===== config.mk =====
export PLATFORM = sky130hd
export DESIGN_NAME = seq_pattern_detector
export DESIGN_NICKNAME = d
export VERILOG_FILES = /design/src/rtl/pattern_pkg.sv /design/src/rtl/pattern_shift_reg.sv /design/src/rtl/seq_pattern_detector.sv
export SDC_FILE = /design/constraint.sdc
export NUM_CORES = 1
export LEC_CHECK = 0
export CORE_MARGIN = 1.5
export CORE_UTILIZATION = 46
export CTS_CLUSTER_SIZE = 10
export DETAILED_ROUTE_END_ITERATION = 12
export HOLD_SLACK_MARGIN = 0.05
export PLACE_DENSITY = 0.74
export RECOVER_POWER = 100
export SKIP_LAST_GASP = 1
export SYNTH_ARGS = -nofsm -noshare
export SYNTH_HDL_FRONTEND = slang
export SYNTH_SLANG_ARGS = --single-unit

===== constraint.sdc =====
create_clock -name clk -period 2.35 [get_ports clk]
set_input_delay 0.705 -clock clk [delete_from_list [all_inputs] [get_ports clk]]
set_output_delay 0.705 -clock clk [all_outputs]
set_load 0.02 [all_outputs]

===== src/rtl/pattern_pkg.sv =====
// pattern_pkg: state encoding and parameter limits shared by the serial pattern detector.
`default_nettype none

package pattern_pkg;

   typedef enum logic {
      FILL  = 1'b0,
      ARMED = 1'b1
   } state_t;

   localparam int PAT_W_MIN = 2;
   localparam int PAT_W_MAX = 32;
   localparam int CNT_W_MIN = 1;
   localparam int CNT_W_MAX = 32;

endpackage

`default_nettype wire


===== src/rtl/pattern_shift_reg.sv =====
// pattern_shift_reg: PAT_W-bit history shifter, newest bit enters at the LSB.
`default_nettype none

module pattern_shift_reg #(
   parameter int PAT_W = 4
) (
   input  logic             clk,
   input  logic             n_rst,
   input  logic             clr,
   input  logic             en,
   input  logic             din,
   output logic [PAT_W-1:0] q
);

   always_ff @(posedge clk or negedge n_rst) begin
      if (!n_rst) begin
         q <= '0;
      end else if (clr) begin
         q <= '0;
      end else if (en) begin
         q <= {q[PAT_W-2:0], din};
      end
   end

endmodule

`default_nettype wire


===== src/rtl/seq_pattern_detector.sv =====
// seq_pattern_detector: serial pattern matcher with overlap mode, registered match pulse
// and saturating match counter.
`default_nettype none

module seq_pattern_detector
   import pattern_pkg::*;
#(
   parameter int PAT_W = 4,
   parameter int CNT_W = 8
) (
   input  logic             clk,
   input  logic             n_rst,
   input  logic             x,
   input  logic             x_valid,
   input  logic             cfg_load,
   input  logic [PAT_W-1:0] cfg_pattern,
   input  logic             cfg_overlap,
   input  logic             clear,
   output logic             y,
   output logic [CNT_W-1:0] match_cnt,
   output logic             armed
);

   localparam int              FILL_W    = $clog2(PAT_W + 1);
   localparam logic [FILL_W-1:0] FILL_FULL = FILL_W'(PAT_W);
   localparam logic [CNT_W-1:0]  CNT_MAX   = {CNT_W{1'b1}};

   state_t             state, next_state;
   logic [FILL_W-1:0]  fill, next_fill, fill_inc;
   logic [CNT_W-1:0]   next_cnt;
   logic               next_y;
   logic [PAT_W-1:0]   pattern;
   logic               overlap;
   logic [PAT_W-1:0]   hist;
   logic [PAT_W-1:0]   shifted;
   logic               shift_en;
   logic               match;

   pattern_shift_reg #(
      .PAT_W (PAT_W)
   ) u_hist (
      .clk   (clk),
      .n_rst (n_rst),
      .clr   (clear),
      .en    (shift_en),
      .din   (x),
      .q     (hist)
   );

   // Match is judged on the post-shift view so the completing bit counts this cycle.
   assign shifted  = {hist[PAT_W-2:0], x};
   assign fill_inc = (fill == FILL_FULL) ? fill : fill + FILL_W'(1);
   assign match    = x_valid && (fill_inc == FILL_FULL) && (shifted == pattern);

   always_comb begin
      next_state = state;
      next_fill  = fill;
      next_cnt   = match_cnt;
      next_y     = 1'b0;
      shift_en   = 1'b0;
      if (clear) begin
         next_state = FILL;
         next_fill  = '0;
         next_cnt   = '0;
      end else if (cfg_load) begin
         next_state = FILL;
         next_fill  = '0;
      end else if (x_valid) begin
         shift_en = 1'b1;
         if (match) begin
            next_y = 1'b1;
            if (match_cnt != CNT_MAX) begin
               next_cnt = match_cnt + CNT_W'(1);
            end
            if (overlap) begin
               next_state = ARMED;
               next_fill  = FILL_FULL;
            end else begin
               next_state = FILL;
               next_fill  = '0;
            end
         end else begin
            next_fill  = fill_inc;
            next_state = (fill_inc == FILL_FULL) ? ARMED : FILL;
         end
      end
   end

   always_ff @(posedge clk or negedge n_rst) begin
      if (!n_rst) begin
         state     <= FILL;
         fill      <= '0;
         match_cnt <= '0;
         y         <= 1'b0;
         pattern   <= '0;
         overlap   <= 1'b1;
      end else begin
         state     <= next_state;
         fill      <= next_fill;
         match_cnt <= next_cnt;
         y         <= next_y;
         // Clear outranks a simultaneous load and leaves the configuration alone.
         if (cfg_load && !clear) begin
            pattern <= cfg_pattern;
            overlap <= cfg_overlap;
         end
      end
   end

   assign armed = (state == ARMED);

endmodule

`default_nettype wire

Yosys cells after proc, flatten, opt, wreduce, memory -nomap -nowiden --
Index checks and enable logic that the tools add are counted.
Word-level totals: output and inout port bits 10, bits in registers 21, input bits 11
Operators by class: reduce and logical (&&, ||, !) cells 10, multiplexer cells 26, add/sub/neg operators 2, equality and inequality tests 5
Operators by type and width (count):
- $mux 8 | 5
- $mux 3 | 8
- $mux 1 | 13
- $add 8x1->8 const B | 1
- $ne 8x8->1 const B | 1
- $reduce_bool 2->1 | 4
- $eq 3x3->1 const B | 2
- $eq 4x4->1 | 1
- $reduce_and 4->1 | 1
- $add 3x1->3 const B | 1
- $logic_and 1x1->1 | 3
- $reduce_bool 3->1 | 1
- $ne 2x1->1 const B | 1
- $logic_not 1->1 | 1

Longest topological paths before layout --
depth after elaboration 9, mapped depth 8

Hierarchy --
Synthesis repeated with hierarchy kept, for this count alone.
Unflattened totals: cells, all modules 111, area, all modules 1126.1 sq um
By module, submodules not included:
- seq_pattern_detector | area each 965.9 sq um, times used 1, cells each 98
- pattern_shift_reg | area each 160.2 sq um, times used 1, cells each 13

Worst setup path after synthesis --
No wires, ideal clock.
path kind register to register, start point register fill[0], end point register match_cnt[6], period minus slack after synthesis 2258 ps, required time 2222 ps, cell stages (with the launch flop) 9, setup time 128 ps, path buffers 1, setup slack 92 ps, arrival 2130 ps, cells stage by stage dfrtp_1 -> inv_1 -> ha_1 -> or3b_1 -> a211oi_2 -> o211ai_2 -> buf_6 -> nor4_4 -> mux2_1
Between the ends: cells in the longest elaborated chain, start to end 7, elaborated cells on any way between the ends 8, those cells by class add/sub (1); eq/ne (2); mux (1); reduce/logical (4)
RTL lines:
- start, declared | RTL line seq_pattern_detector.sv:29 | logic [FILL_W-1:0] fill, next_fill, fill_inc;
- start signal, assigned | RTL line seq_pattern_detector.sv:99 | fill <= next_fill;
- $add 3x1->3 or $eq 3x3->1 (tied branches) | RTL line seq_pattern_detector.sv:52 | assign fill_inc = (fill == FILL_FULL) ? fill : fill + FILL_W'(1);
- $mux 3 * | RTL line seq_pattern_detector.sv:52
- $eq 3x3->1 * | RTL line seq_pattern_detector.sv:53 | assign match = x_valid && (fill_inc == FILL_FULL) && (shifted == pattern);
- $logic_and 1x1->1 * (2 in a row) | RTL line seq_pattern_detector.sv:53
- $reduce_bool 2->1 (no source line) *
- $reduce_and 4->1 (no source line) *
- end signal, assigned | RTL line seq_pattern_detector.sv:100 | match_cnt <= next_cnt;
- end, declared | RTL line seq_pattern_detector.sv:20 | output logic [CNT_W-1:0] match_cnt,
Every way passes the cells marked *; elsewhere a longest branch is shown, timed or not. A chain may end at the register's enable or synchronous reset.

Final worst setup path --
start point register fill[1], end point register match_cnt[2]
Same word-level chain as after synthesis.

==> flow_summary.ini <==
[synth]
ys_top_cells_by_area = dfrtp_1, mux2_2, nor2_1
yosys_warnings = 0
yosys.area.top_type_share = 0.442
ys_ff_latch = 21
ys_types = 33
ys_async_sr_fraction = 1.00
synth_fp_nets = 122
yosysTopAreaCell = dfrtp_1
ys.flop_type = dfrtp_1
synth-edff-count = 0
synthCells = 108
syn_area_sq_um = 1130
avgSynthCellArea_sq_um = 10.5
seq_area_frac_synth = 0.465

[clock_network]
root_buffer = clkbuf_4
clock_path_buffers = 2
htreeDepth = 1
cts_tree = done
clk_pin_slew_ns = 0.12
clock_sinks = 21
cts_buffers = 3
clock_latency_ns = 0.31
cts_setup_buffers = 0

[setup_path]
crit_arrival_ns = 2.60
rr_endpoint = match_cnt[2]
worstReg2RegStart = fill[1]
crit_path_start = fill[1]
critPathBufInv = 1
critical-path-top-delay-family = simple AND/OR/NAND/NOR gates
worst-path-stages = 7
critPathSlowestCell = or4_4
r2r_setup_slack_ns = -0.006
path_cells = inv_1 > ha_2 > or3b_4 > a211oi_4 > o211ai_4 > or4_4 > a21oi_2
path_max_fanout = 6
slowest_delay_ns = 0.57
cp-start-kind = flip-flop
reg2reg_depth = 7
required_ns = 2.60
worstSetupEndpointType = flip-flop
critical_path_class = flip-flop to flip-flop
endpoint = match_cnt[2]

[timing]
setup_viol = 1
setup_ws_ns = -0.00633
tns_ns = -0.00633
post-route-period-util = 1.00
slew_headroom = 0.571
tightest_slew_ns = 0.644
fin_skew_ns = 0.00442
finalHoldViolCount = 0
maxSlewViolCount = 0
rsz0062_at_grt = yes
fmax_mhz = 424
period_needed_ns = 2.36

[drt]
wirelength_um = 2420
wl_per_cell_um = 14.5
via_per_inst = 5.59
dr.pass1.iters = 4
ant_nets = 0
via_count = 934
first_iter_violations = 7
drcViolationCount = 0

[placed_design]
gp_congestion = 0.775
dp_hpwl_um = 1710
dp.cells = 162
place_ws_ns = -0.324
portBuffers = 20

[worst_hold_path]
hold_path_class = flip-flop to flip-flop
worstHoldPathCells = 1

[layout]
final_nets = 154
layout-drive-gt1-share = 0.259
antenna_cells = 0
finalNonFillerCells = 167
area_delta_synth_final_pct = 32.6
fin_util = 0.660

[flow_run]
timing.max_cap.violations = 0

[floorplanning]
die_h_um = 52.6
core_area_sq_um = 2280
io_pins = 21
start_util = 0.498
core.rowCount = 17
die_area_sq_um = 2770
die_x_um = 52.6

[global_routing]
groute.usage.overall = 0.192
antenna_found_initial = 0
gr-total-overflow = 0
grt_pass1_vias = 878
grt_pass1_wl_um = 3780
grt_max_degree = 15

[status]
status = complete, but fails checks
violations = setup timing

[power_and_ir_drop]
p_total_uw = 660
p_leak_uw = 0.000607
vdd_drop_max_mv = 0.392
power_density_nw_per_um2 = 439
==> synth_stat cells (all sizes together), types with 2 or more instances <==
| library cell | instances |
|---|---|
| nand3 | 4 |
| or4 | 4 |
| xnor2 | 2 |
| dfrtp | 20 |
| clkbuf | 2 |
| o31ai | 4 |
| nand2 | 7 |
| inv | 4 |
| xor2 | 3 |
| nor2 | 12 |
| nor2b | 2 |
| nor3 | 2 |
| nand2b | 5 |
| nor4 | 2 |
| a21oi | 7 |
| mux2i | 4 |
| or2 | 2 |
| ha | 3 |
| mux2 | 7 |
==> per-stage QoR <==
stage	instance area, sq um	hold slack, ns
2_1_floorplan	1130	0.409
3_3_place_gp	1420	0.510
3_5_place_dp	1420	0.519
4_1_cts	1460	0.547
5_1_grt	1500	0.564
6_report	1500	0.542
==> sequential cells by signal, indices dropped and copies added, names as in the netlist <==
| signal | flops |
|---|---|
| armed | 1 |
| fill | 3 |
| match_cnt | 8 |
| overlap | 1 |
| pattern | 4 |
| u_hist.q | 3 |
| y | 1 |
==> worst min path at each step <==
stage | from | to | slack [ns]
after floorplan | n_rst | armed | 0.41
after global placement | fill[2] | fill[2] | 0.51
after detailed placement | pattern[3] | pattern[3] | 0.52
after CTS | pattern[3] | pattern[3] | 0.55
after global routing | pattern[3] | pattern[3] | 0.56
final | pattern[3] | pattern[3] | 0.54
==> cells in the final DEF (no fill, tap or decap), types with 4 or more instances in the layout <==
| master | netlist | routed |
|---|---|---|
| mux2i_1 | 4 | 4 |
| buf_4 | 0 | 7 |
| nand3_1 | 4 | 4 |
| o31ai_1 | 4 | 4 |
| nor2_1 | 12 | 12 |
| mux2_2 | 6 | 6 |
| clkdlybuf4s50_1 | 0 | 17 |
| a21oi_1 | 7 | 5 |
| nand2b_1 | 5 | 5 |
| nand2_1 | 7 | 7 |
| dfrtp_1 | 20 | 20 |
==> worst reg2reg max path: cells and delay by family (launching register included) <==
family	cells	cell delay, ns
buffers and inverters	1	0.07
AO/OA/AOI/OAI	3	0.67
adder cells (fa/ha/maj)	1	0.18
AND/OR/NAND/NOR	2	0.95
flip-flops	1	0.44
==> report_power, final <==
group	switching (uW)	internal, uW	total (uW)
combinational	46.1	47.1	93.3
sequential	11.8	378	390
clock	113	63.5	177
total	171	489	660
==> final cells by class <==
cell class	instances	area, sq um
inverters	4	15.0
clock buffers	3	22.5
repair buffers	29	260
fillers	185	773
multi-input cells	81	638
well taps	28	35.0
flip-flops and latches	21	527
clock inverters	1	5.00
==> logic make-up after synthesis <==
logic type	Yosys count	synth area share
AO/OA/AOI/OAI	18	0.120
XOR/XNOR	5	0.0386
adder cells (fa/ha/maj)	3	0.0331
buffers and inverters	7	0.0298
flip-flops	21	0.465
multiplexers	11	0.105
AND/OR/NAND/NOR	43	0.209
==> repair_timing <==
item | in CTS | in global routing
gates cloned | 0 | 1
pin swaps | 0 | 9
gates resized for setup | 2 | 11
endpoints found under the setup margin | 5 | 6
hold buffers | 0 | 0
==> layer usage <==
metal / routed length, um / vias to the layer above / track usage / part of all wire
li1: - / 452 / - / -
met1: 1000 / 458 / 0.235 / 0.41
met2: 1310 / 20 / 0.329 / 0.54
met3: 74 / 4 / 0.0343 / 0.031
met4: 30 / 0 / 0.0769 / 0.012
met5: 0 / - / 0 / 0
(Power assumes the default switching activity.)
